### src/rtl/chan_demux_pkg.sv
// chan_demux_pkg: shared widths, destination codes and FIFO occupancy encodings
package chan_demux_pkg;
    localparam int PKT_W = 11;
    localparam logic DEST_OUT0 = 1'b0;
    localparam logic DEST_OUT1 = 1'b1;
    localparam logic [1:0] OCC_EMPTY = 2'd0;
    localparam logic [1:0] OCC_PART  = 2'd1;
    localparam logic [1:0] OCC_FULL  = 2'd2;
    function automatic logic [1:0] occ_state(input int count, input int depth);
        return count == 0 ? OCC_EMPTY : (count == depth ? OCC_FULL : OCC_PART);
    endfunction
endpackage

### src/rtl/chan_fifo.sv
// chan_fifo: circular-buffer FIFO with registered EMPTY/PART/FULL occupancy state.
// Ports: clk, rst (sync, active-high); push/push_data write side (caller never
// pushes when full); pop_ready consumer ready; head_data/head_valid oldest entry;
// full derived only from registered state so it has no path from pop_ready.
module chan_fifo
    import chan_demux_pkg::*;
#(
    parameter int WIDTH = PKT_W,
    parameter int DEPTH = 2
) (
    input  logic             clk,
    input  logic             rst,
    input  logic             push,
    input  logic [WIDTH-1:0] push_data,
    input  logic             pop_ready,
    output logic [WIDTH-1:0] head_data,
    output logic             head_valid,
    output logic             full
);
    localparam int PTR_W = DEPTH > 1 ? $clog2(DEPTH) : 1;
    localparam int CW = $clog2(DEPTH + 1);
    localparam logic [PTR_W-1:0] LAST = PTR_W'(DEPTH - 1);
    logic [WIDTH-1:0] mem_q [DEPTH];
    logic [PTR_W-1:0] wr_ptr_q, wr_ptr_d, rd_ptr_q, rd_ptr_d;
    logic [CW-1:0]    count_q, count_d;
    logic [1:0]       state_q, state_d;
    logic             pop;
    // Valid is masked during reset so nothing is presented in the reset cycle.
    assign head_valid = ~rst & (state_q != OCC_EMPTY);
    assign full       = state_q == OCC_FULL;
    assign head_data  = mem_q[rd_ptr_q];
    always_comb begin
        pop      = head_valid & pop_ready;
        wr_ptr_d = push ? (wr_ptr_q == LAST ? '0 : wr_ptr_q + 1'b1) : wr_ptr_q;
        rd_ptr_d = pop ? (rd_ptr_q == LAST ? '0 : rd_ptr_q + 1'b1) : rd_ptr_q;
        count_d  = count_q + CW'(push) - CW'(pop);
        state_d  = occ_state(int'(count_d), DEPTH);
    end
    always_ff @(posedge clk) begin
        if (rst) begin
            wr_ptr_q <= '0;
            rd_ptr_q <= '0;
            count_q  <= '0;
            state_q  <= OCC_EMPTY;
        end else begin
            wr_ptr_q <= wr_ptr_d;
            rd_ptr_q <= rd_ptr_d;
            count_q  <= count_d;
            state_q  <= state_d;
        end
    end
    always_ff @(posedge clk) begin
        if (push) mem_q[wr_ptr_q] <= push_data;
    end
endmodule

### src/rtl/chan_demux.sv
// chan_demux: joins a data and a select channel and steers each packet into one of two output FIFOs.
// Ports: clk, rst (sync, active-high); in_data/in_valid/in_ready payload channel;
// sel_data/sel_valid/sel_ready destination channel (0 -> out0, 1 -> out1), consumed jointly
// with the payload; out0_*/out1_* ready/valid FIFO heads; cnt0/cnt1 saturating per-output
// packet counters, present only when CHAN_DEMUX_STATS_EN is defined.
module chan_demux
    import chan_demux_pkg::*;
#(
    parameter int WIDTH = PKT_W,
    parameter int DEPTH = 2,
    parameter int CNT_W = 16
) (
    input  logic             clk,
    input  logic             rst,
    input  logic [WIDTH-1:0] in_data,
    input  logic             in_valid,
    output logic             in_ready,
    input  logic             sel_data,
    input  logic             sel_valid,
    output logic             sel_ready,
    output logic [WIDTH-1:0] out0_data,
    output logic             out0_valid,
    input  logic             out0_ready,
    output logic [WIDTH-1:0] out1_data,
    output logic             out1_valid,
    input  logic             out1_ready
`ifdef CHAN_DEMUX_STATS_EN
   ,output logic [CNT_W-1:0] cnt0,
    output logic [CNT_W-1:0] cnt1
`endif
);
    logic full0, full1, accept, push0, push1;
    // Only the selected FIFO's registered full flag gates acceptance, so a
    // blocked destination stalls the link even when the other side has room.
    always_comb begin
        accept = ~rst & in_valid & sel_valid & ~(sel_data == DEST_OUT1 ? full1 : full0);
        push0  = accept & (sel_data == DEST_OUT0);
        push1  = accept & (sel_data == DEST_OUT1);
    end
    assign in_ready  = accept;
    assign sel_ready = accept;
    chan_fifo #(.WIDTH(WIDTH), .DEPTH(DEPTH)) u_fifo0 (
        .clk(clk), .rst(rst), .push(push0), .push_data(in_data), .pop_ready(out0_ready),
        .head_data(out0_data), .head_valid(out0_valid), .full(full0)
    );
    chan_fifo #(.WIDTH(WIDTH), .DEPTH(DEPTH)) u_fifo1 (
        .clk(clk), .rst(rst), .push(push1), .push_data(in_data), .pop_ready(out1_ready),
        .head_data(out1_data), .head_valid(out1_valid), .full(full1)
    );
`ifdef CHAN_DEMUX_STATS_EN
    logic [CNT_W-1:0] cnt0_q, cnt0_d, cnt1_q, cnt1_d;
    always_comb begin
        cnt0_d = push0 && cnt0_q != '1 ? cnt0_q + 1'b1 : cnt0_q;
        cnt1_d = push1 && cnt1_q != '1 ? cnt1_q + 1'b1 : cnt1_q;
    end
    always_ff @(posedge clk) begin
        if (rst) begin
            cnt0_q <= '0;
            cnt1_q <= '0;
        end else begin
            cnt0_q <= cnt0_d;
            cnt1_q <= cnt1_d;
        end
    end
    assign cnt0 = cnt0_q;
    assign cnt1 = cnt1_q;
`else
    logic [CNT_W-1:0] unused_cnt_w;
    assign unused_cnt_w = '0;
`endif
endmodule

### config.mk
export PLATFORM = sky130hd
export DESIGN_NAME = chan_demux
export DESIGN_NICKNAME = d
export VERILOG_FILES = /design/src/rtl/chan_demux_pkg.sv /design/src/rtl/chan_fifo.sv /design/src/rtl/chan_demux.sv
export SDC_FILE = /design/constraint.sdc
export NUM_CORES = 1
export LEC_CHECK = 0
export ABC_AREA = 0
export CORE_MARGIN = 2
export CORE_UTILIZATION = 30
export CTS_BUF_LIST = sky130_fd_sc_hd__clkbuf_8
export DETAILED_ROUTE_END_ITERATION = 8
export HOLD_SLACK_MARGIN = 0.06
export SYNTH_ARGS = -nofsm -noshare
export SYNTH_HDL_FRONTEND = slang
export SYNTH_SLANG_ARGS = --single-unit
### constraint.sdc
create_clock -name clk -period 1.9 [get_ports clk]
set_input_delay 0.475 -clock clk [delete_from_list [all_inputs] [get_ports clk]]
set_output_delay 0.475 -clock clk [all_outputs]
set_load 0.05 [all_outputs]
======== Word level (Yosys, flattened, before mapping) ========
Memory sizes are Yosys's and may differ from the RTL's. A register that Yosys moved wholly into a read port is not among the register bits.
Cells that the tools add are included.
W data, S select, Z words.
word-level totals
  memories kept ........................... 2
  output and inout port bits .............. 26
  register bits after elaboration ......... 12
  bits of input ports ..................... 18
  memory bits (writable) .................. 44
operators by class
  bitwise gates (word level) .............. 12
  reduce and logical (&&, ||, !) cells .... 6
  eq/ne operators ......................... 4
  add/subtract/negate cells ............... 8
  mux-type cells .......................... 15
memory list
  memory         depth  bits a word  rd ports  clocked after Yosys merged registers in  write ports  line             RTL
  u_fifo0.mem_q  2      11           1         1                                        1            chan_fifo.sv:23  logic [WIDTH-1:0] mem_q [DEPTH];
  u_fifo1.mem_q  2      11           1         1                                        1            chan_fifo.sv:23
operator list
  operator               count
  $mux W1                13
  $and A1 B1 Y1          9
  $eq A2 B2 Y1 const B   4
  $add A1 B1 Y1 const B  4
  $add A2 B1 Y2          2
  $logic_not A2 Y1       2
  $mux W2                2
  $reduce_bool A2 Y1     2
  $reduce_or A2 Y1       2
  $sub A2 B1 Y2          2
  $not A1 Y1             3

======== Logic depth before layout (Yosys ltp) ========
  depth in word-level cells ............... 9
  gate-level depth with buffers ........... 8

======== By module ========
Synthesis repeated with hierarchy kept, for this count alone.
second synthesis, totals
  cells, all modules ...................... 134
  area, all modules ....................... 2268.4 µm²
modules (own cells, without submodules)
  module      cells an instance  area each (µm²)  sequential area each (µm²)  instances
  chan_fifo   64                 1102.3           800.8                       2
  chan_demux  6                  63.8             0.0                         1

======== Worst setup path after synthesis ========
OpenSTA, ideal clock, no wires.
  kind .................................... input-to-output
  start ................................... input port rst
  end ..................................... output port sel_ready
  arrival ................................. 2262 ps
  required time ........................... 1425 ps
  stages on the path ...................... 3
  buffers on the path ..................... 1
  slack ................................... -837 ps
  path through ............................ nand3b_4 > a211oi_1 > buf_4
on the way
  cells in the longest elaborated chain, start to end .. 4
ends and longest elaborated chain
  what                         line              RTL
  start: declaration           chan_demux.sv:14  input logic rst,
  $not A1 Y1                   chan_demux.sv:36  accept = ~rst & in_valid & sel_valid & ~(sel_data == DEST_OUT1 ? full1 : full0);
  $and A1 B1 Y1 (3 in series)  chan_demux.sv:36
  end: declaration             chan_demux.sv:20  output logic sel_ready,
No other way between the ends.

======== Worst setup path in the final report ========
  start ................................... input port sel_data
  end ..................................... output port sel_ready
on the way
  cells in the longest elaborated chain, start to end .. 3
ends and longest elaborated chain
  what                line              RTL
  start: declaration  chan_demux.sv:18  input logic sel_data,
  $mux W1             chan_demux.sv:36
  $not A1 Y1          chan_demux.sv:36
  $and A1 B1 Y1       chan_demux.sv:36
No other way between the ends.

==> flow_metrics.env <==
export IMPL_cts_hold_buffers=0
export IMPL_std_cell_rows=31
export IMPL_period_needed_ns=1.84
export IMPL_netlist_cell_type_count=26
export IMPL_worstRegToRegCells=7
export IMPL_die_area_um2=8280
export IMPL_area_share_of_the_leading_cell_type_in_the_synthesized_netlist=0.582
export IMPL_tns_ns=0
export IMPL_finalHoldViolations=0
export IMPL_regToRegSetupSlack_ns=0.33
export IMPL_grt_most_used_layer="met2"
export IMPL_design_portCount=44
export IMPL_wire_length_of_the_first_global_routing_pass_mm=6.38
export IMPL_power_density_nw_per_um2=885
export IMPL_drt_drc_violations_left=0
export IMPL_timing_critical_path_depth=5
export IMPL_ys_seq_elements=58
export IMPL_worst_ep_required_time_ns=1.42
export IMPL_per_cell_via_count_in_the_routed_design=4.01
export IMPL_sequential_cell_area_um2=1600
export IMPL_grt_max_degree=12
export IMPL_slew_violations=0
export IMPL_synthCells=132
export IMPL_layout_drive_gt1_share=0.468
export IMPL_ys_warnings_count=0
export IMPL_htree_levels=3
export IMPL_timing_critical_path_to_type="output pin"
export IMPL_ys_top_cells_by_area="edfxtp_1 (58%), dfxtp_1 (12%), mux2_2 (11%)"
export IMPL_r2r_end="u_fifo0.state_q[1]"
export IMPL_total_power_mw=2.80
export IMPL_worstHoldPathType="primary input to flop"
export IMPL_groute_usage_overall=0.104
export IMPL_p_leak_nw=1.19
export IMPL_timing_setup_critical_path_class="primary input to output pin"
export IMPL_startpoint="sel_data"
export IMPL_initialDrtViolationCount=46
export IMPL_worst_path_dominant_cell_family="buffers and inverters"
export IMPL_worst_pin_slew_ns=0.332
export IMPL_max_freq_mhz=544
export IMPL_drtAntennaViolNets=0
export IMPL_max_vdd_ir_drop_mv=0.387
export IMPL_setup_violations_final=0
export IMPL_route_vias_total=1220
export IMPL_grt_util_met3=0.0622
export IMPL_arrival_ns=1.36
export IMPL_fill_cells=689
export IMPL_use_met1=0.119
export IMPL_met2_global_route_usage=0.164
export IMPL_core_area_um2=7290
export IMPL_io_buffer_count=43
export IMPL_layout_nets=224
export IMPL_insertedDiodeCount=0
export IMPL_mappedNetlistNets=154
export IMPL_post_route_period_util=0.968
export IMPL_synth_seq_area_share=0.706
export IMPL_cp_start_kind="primary input"
export IMPL_clk_root_buffer_cell="clkbuf_8"
export IMPL_detailedPlacementHpwl_mm=2.70
export IMPL_grt_overflow_total=0
export IMPL_preCtsSetupSlack_ns=-0.385
export IMPL_tritoncts="done"
export IMPL_critical_path_max_stage_delay_ns=0.29
export IMPL_drt_pass1_iterations=4
export IMPL_timing_critical_path_cells="dlygate4sd2_1 -> inv_2 -> nor2_1 -> a211oi_4 -> buf_12"
export IMPL_timing_rr_start="u_fifo0.state_q[0]"
export IMPL_run_status="completed"
export IMPL_drt_wirelength_per_cell_um=13.2
export IMPL_vias_in_the_first_global_route=1310
export IMPL_die_height_um=91.0
export IMPL_critical_path_top_delay_cell="a211oi_4"
export IMPL_cts_path_max_buffers=2
export IMPL_finClkSkew_ns=0.00402
export IMPL_worstPathMaxFanout=3
export IMPL_postSynthAreaPerCell_um2=17.2
export IMPL_post_route_worst_setup_slack_ns=0.0605
export IMPL_wl_mm=4.01
export IMPL_setup_repair_after_global_routing_missed_its_margin="no"
export IMPL_fp_dieW_um=91.0
export IMPL_multiInputGateArea_um2=638
export IMPL_max_cap_viol_count=0
export IMPL_post_synth_top_area_cell="edfxtp_1"
export IMPL_clk_pin_slew_ns=0.06
export IMPL_mappedNetlistArea_um2=2270
export IMPL_timing_critical_path_to="sel_ready"
export IMPL_maxSlewHeadroom=0.778
export IMPL_clock_sinks=58
export IMPL_clk_latency_ns=0.32
export IMPL_area_delta_synth_final_pct=39.5
export IMPL_start_util=0.311
export IMPL_cts_buffers=9
export IMPL_gpl_final_weighted_congestion=0.746
export IMPL_number_of_antenna_violations_at_the_first_check_in_global_routing=0
export IMPL_number_of_buffer_and_inverter_instances_along_the_worst_setup_path=3
[kinds of logic after synthesis]
| kind of cell | count (synthesis) | share of synthesized area |
|---|---|---|
| AO/OA/AOI/OAI | 4 | 0.0154 |
| adder cells (fa/ha/maj) | 4 | 0.0221 |
| AND/OR/NAND/NOR | 24 | 0.0821 |
| XOR/XNOR | 4 | 0.0154 |
| multiplexers | 27 | 0.131 |
| buffers and inverters | 11 | 0.0281 |
| flip-flops | 58 | 0.706 |
[worst min-delay path by stage]
stage,start,to,slack [ns],cells after the start
global placement,u_fifo1.wr_ptr_q,u_fifo1.wr_ptr_q,0.46,1
CTS,u_fifo1.rd_ptr_q,u_fifo1.rd_ptr_q,0.49,1
floorplan,u_fifo1.wr_ptr_q,u_fifo1.wr_ptr_q,0.45,1
finish,rst,u_fifo1.state_q[0],0.40,2
global route,rst,u_fifo1.state_q[0],0.39,2
detailed placement,u_fifo1.wr_ptr_q,u_fifo1.wr_ptr_q,0.48,1
[repair_timing]
action / 4_1_cts / 5_1_grt
pin swaps: 2 / 1
endpoints found under the setup margin: 8 / 24
setup buffers: 2 / 0
resized for setup: 5 / 11
gates cloned: 0 / 1
[worst register-to-register path, cell delays in order, from the launching register on]
cell and delay, ns:
dfxtp_1 0.32, o21ba_4 0.22, and2_4 0.15, ha_1 0.26, inv_1 0.04, ha_1 0.20, xnor2_1 0.21, nor3_1 0.06
[cells in the mapped netlist]
cell type and count:
nand3b_4 1, a211oi_1 1, inv_2 1, dfxtp_1 14, xor2_1 2, mux2_2 22, xnor2_1 2, o21ba_2 2
nand2b_2 2, nor3b_4 1, nor3_1 2, edfxtp_1 44, buf_4 1, nor2_1 3, o21bai_1 1, mux2i_1 5
nor3_2 1, ha_1 4, buf_2 3, inv_1 4, and2_1 2, nor2b_1 6, and2_4 2, nand2b_1 3
buf_6 2, nor4_2 1
[routing by layer]
metal  routed length [µm]  part of all wire
met1                 1790              0.45
met2                 1870              0.47
met3                  332             0.083
met4                   17            0.0042
met5                    0                 0
[final cells by class]
type                            instances  area share
Sequential cell                        58       0.506
Multi-Input combinational cell         63       0.202
Timing Repair Buffer                   65       0.193
Clock buffer                            9      0.0391
Tap cell                               99      0.0391
Clock inverter                          5      0.0150
Inverter                                5     0.00593
[metrics by stage]
| step | utilization | area, µm² | instances | hold slack [ns] |
|---|---|---|---|---|
| floorplan | - | 2300 | 132 | 0.452 |
| global placement | 0.405 | 2950 | 287 | 0.464 |
| detailed placement | 0.405 | 2950 | 287 | 0.479 |
| CTS | 0.430 | 3140 | 303 | 0.492 |
| global route | 0.434 | 3170 | 304 | 0.390 |
| finish | 0.434 | 3170 | 304 | 0.395 |
[sequential cells by signal (all words and copies together), names as in the netlist, named ones only]
register,flops
u_fifo1.state_q,2
u_fifo0.rd_ptr_q,1
u_fifo1.count_q,2
u_fifo1.mem_q,22
u_fifo1.rd_ptr_q,1
u_fifo1.wr_ptr_q,1
u_fifo0.mem_q,22
u_fifo0.wr_ptr_q,1
u_fifo0.state_q,2
u_fifo0.count_q,2
[power breakdown]
group | leakage (nW) | switching (mW) | internal, mW
combinational | 0.591 | 0.207 | 0.174
sequential | 0.512 | 0.0156 | 1.40
clock | 0.0898 | 0.431 | 0.576
total | 1.19 | 0.654 | 2.15
[layout by cell type, fill, tap and decap left out, drive strengths merged]
cell type / netlist / routed
inv: 5 / 5
xor2: 2 / 2
clkinv: 0 / 4
nor3b: 1 / 1
nand2b: 5 / 5
bufinv: 0 / 1
and2: 4 / 4
xnor2: 2 / 2
a211oi: 1 / 1
nor3: 3 / 3
nor4: 1 / 1
nor2: 3 / 3
buf: 6 / 48
o21ba: 2 / 2
edfxtp: 44 / 44
nand3b: 1 / 1
mux2: 22 / 22
dfxtp: 14 / 14
mux2i: 5 / 5
clkbuf: 0 / 10
nor2b: 6 / 6
clkdlybuf4s50: 0 / 13
o21bai: 1 / 1
ha: 4 / 4
dlygate4sd2: 0 / 3
Power figures use the tool's default switching activity.
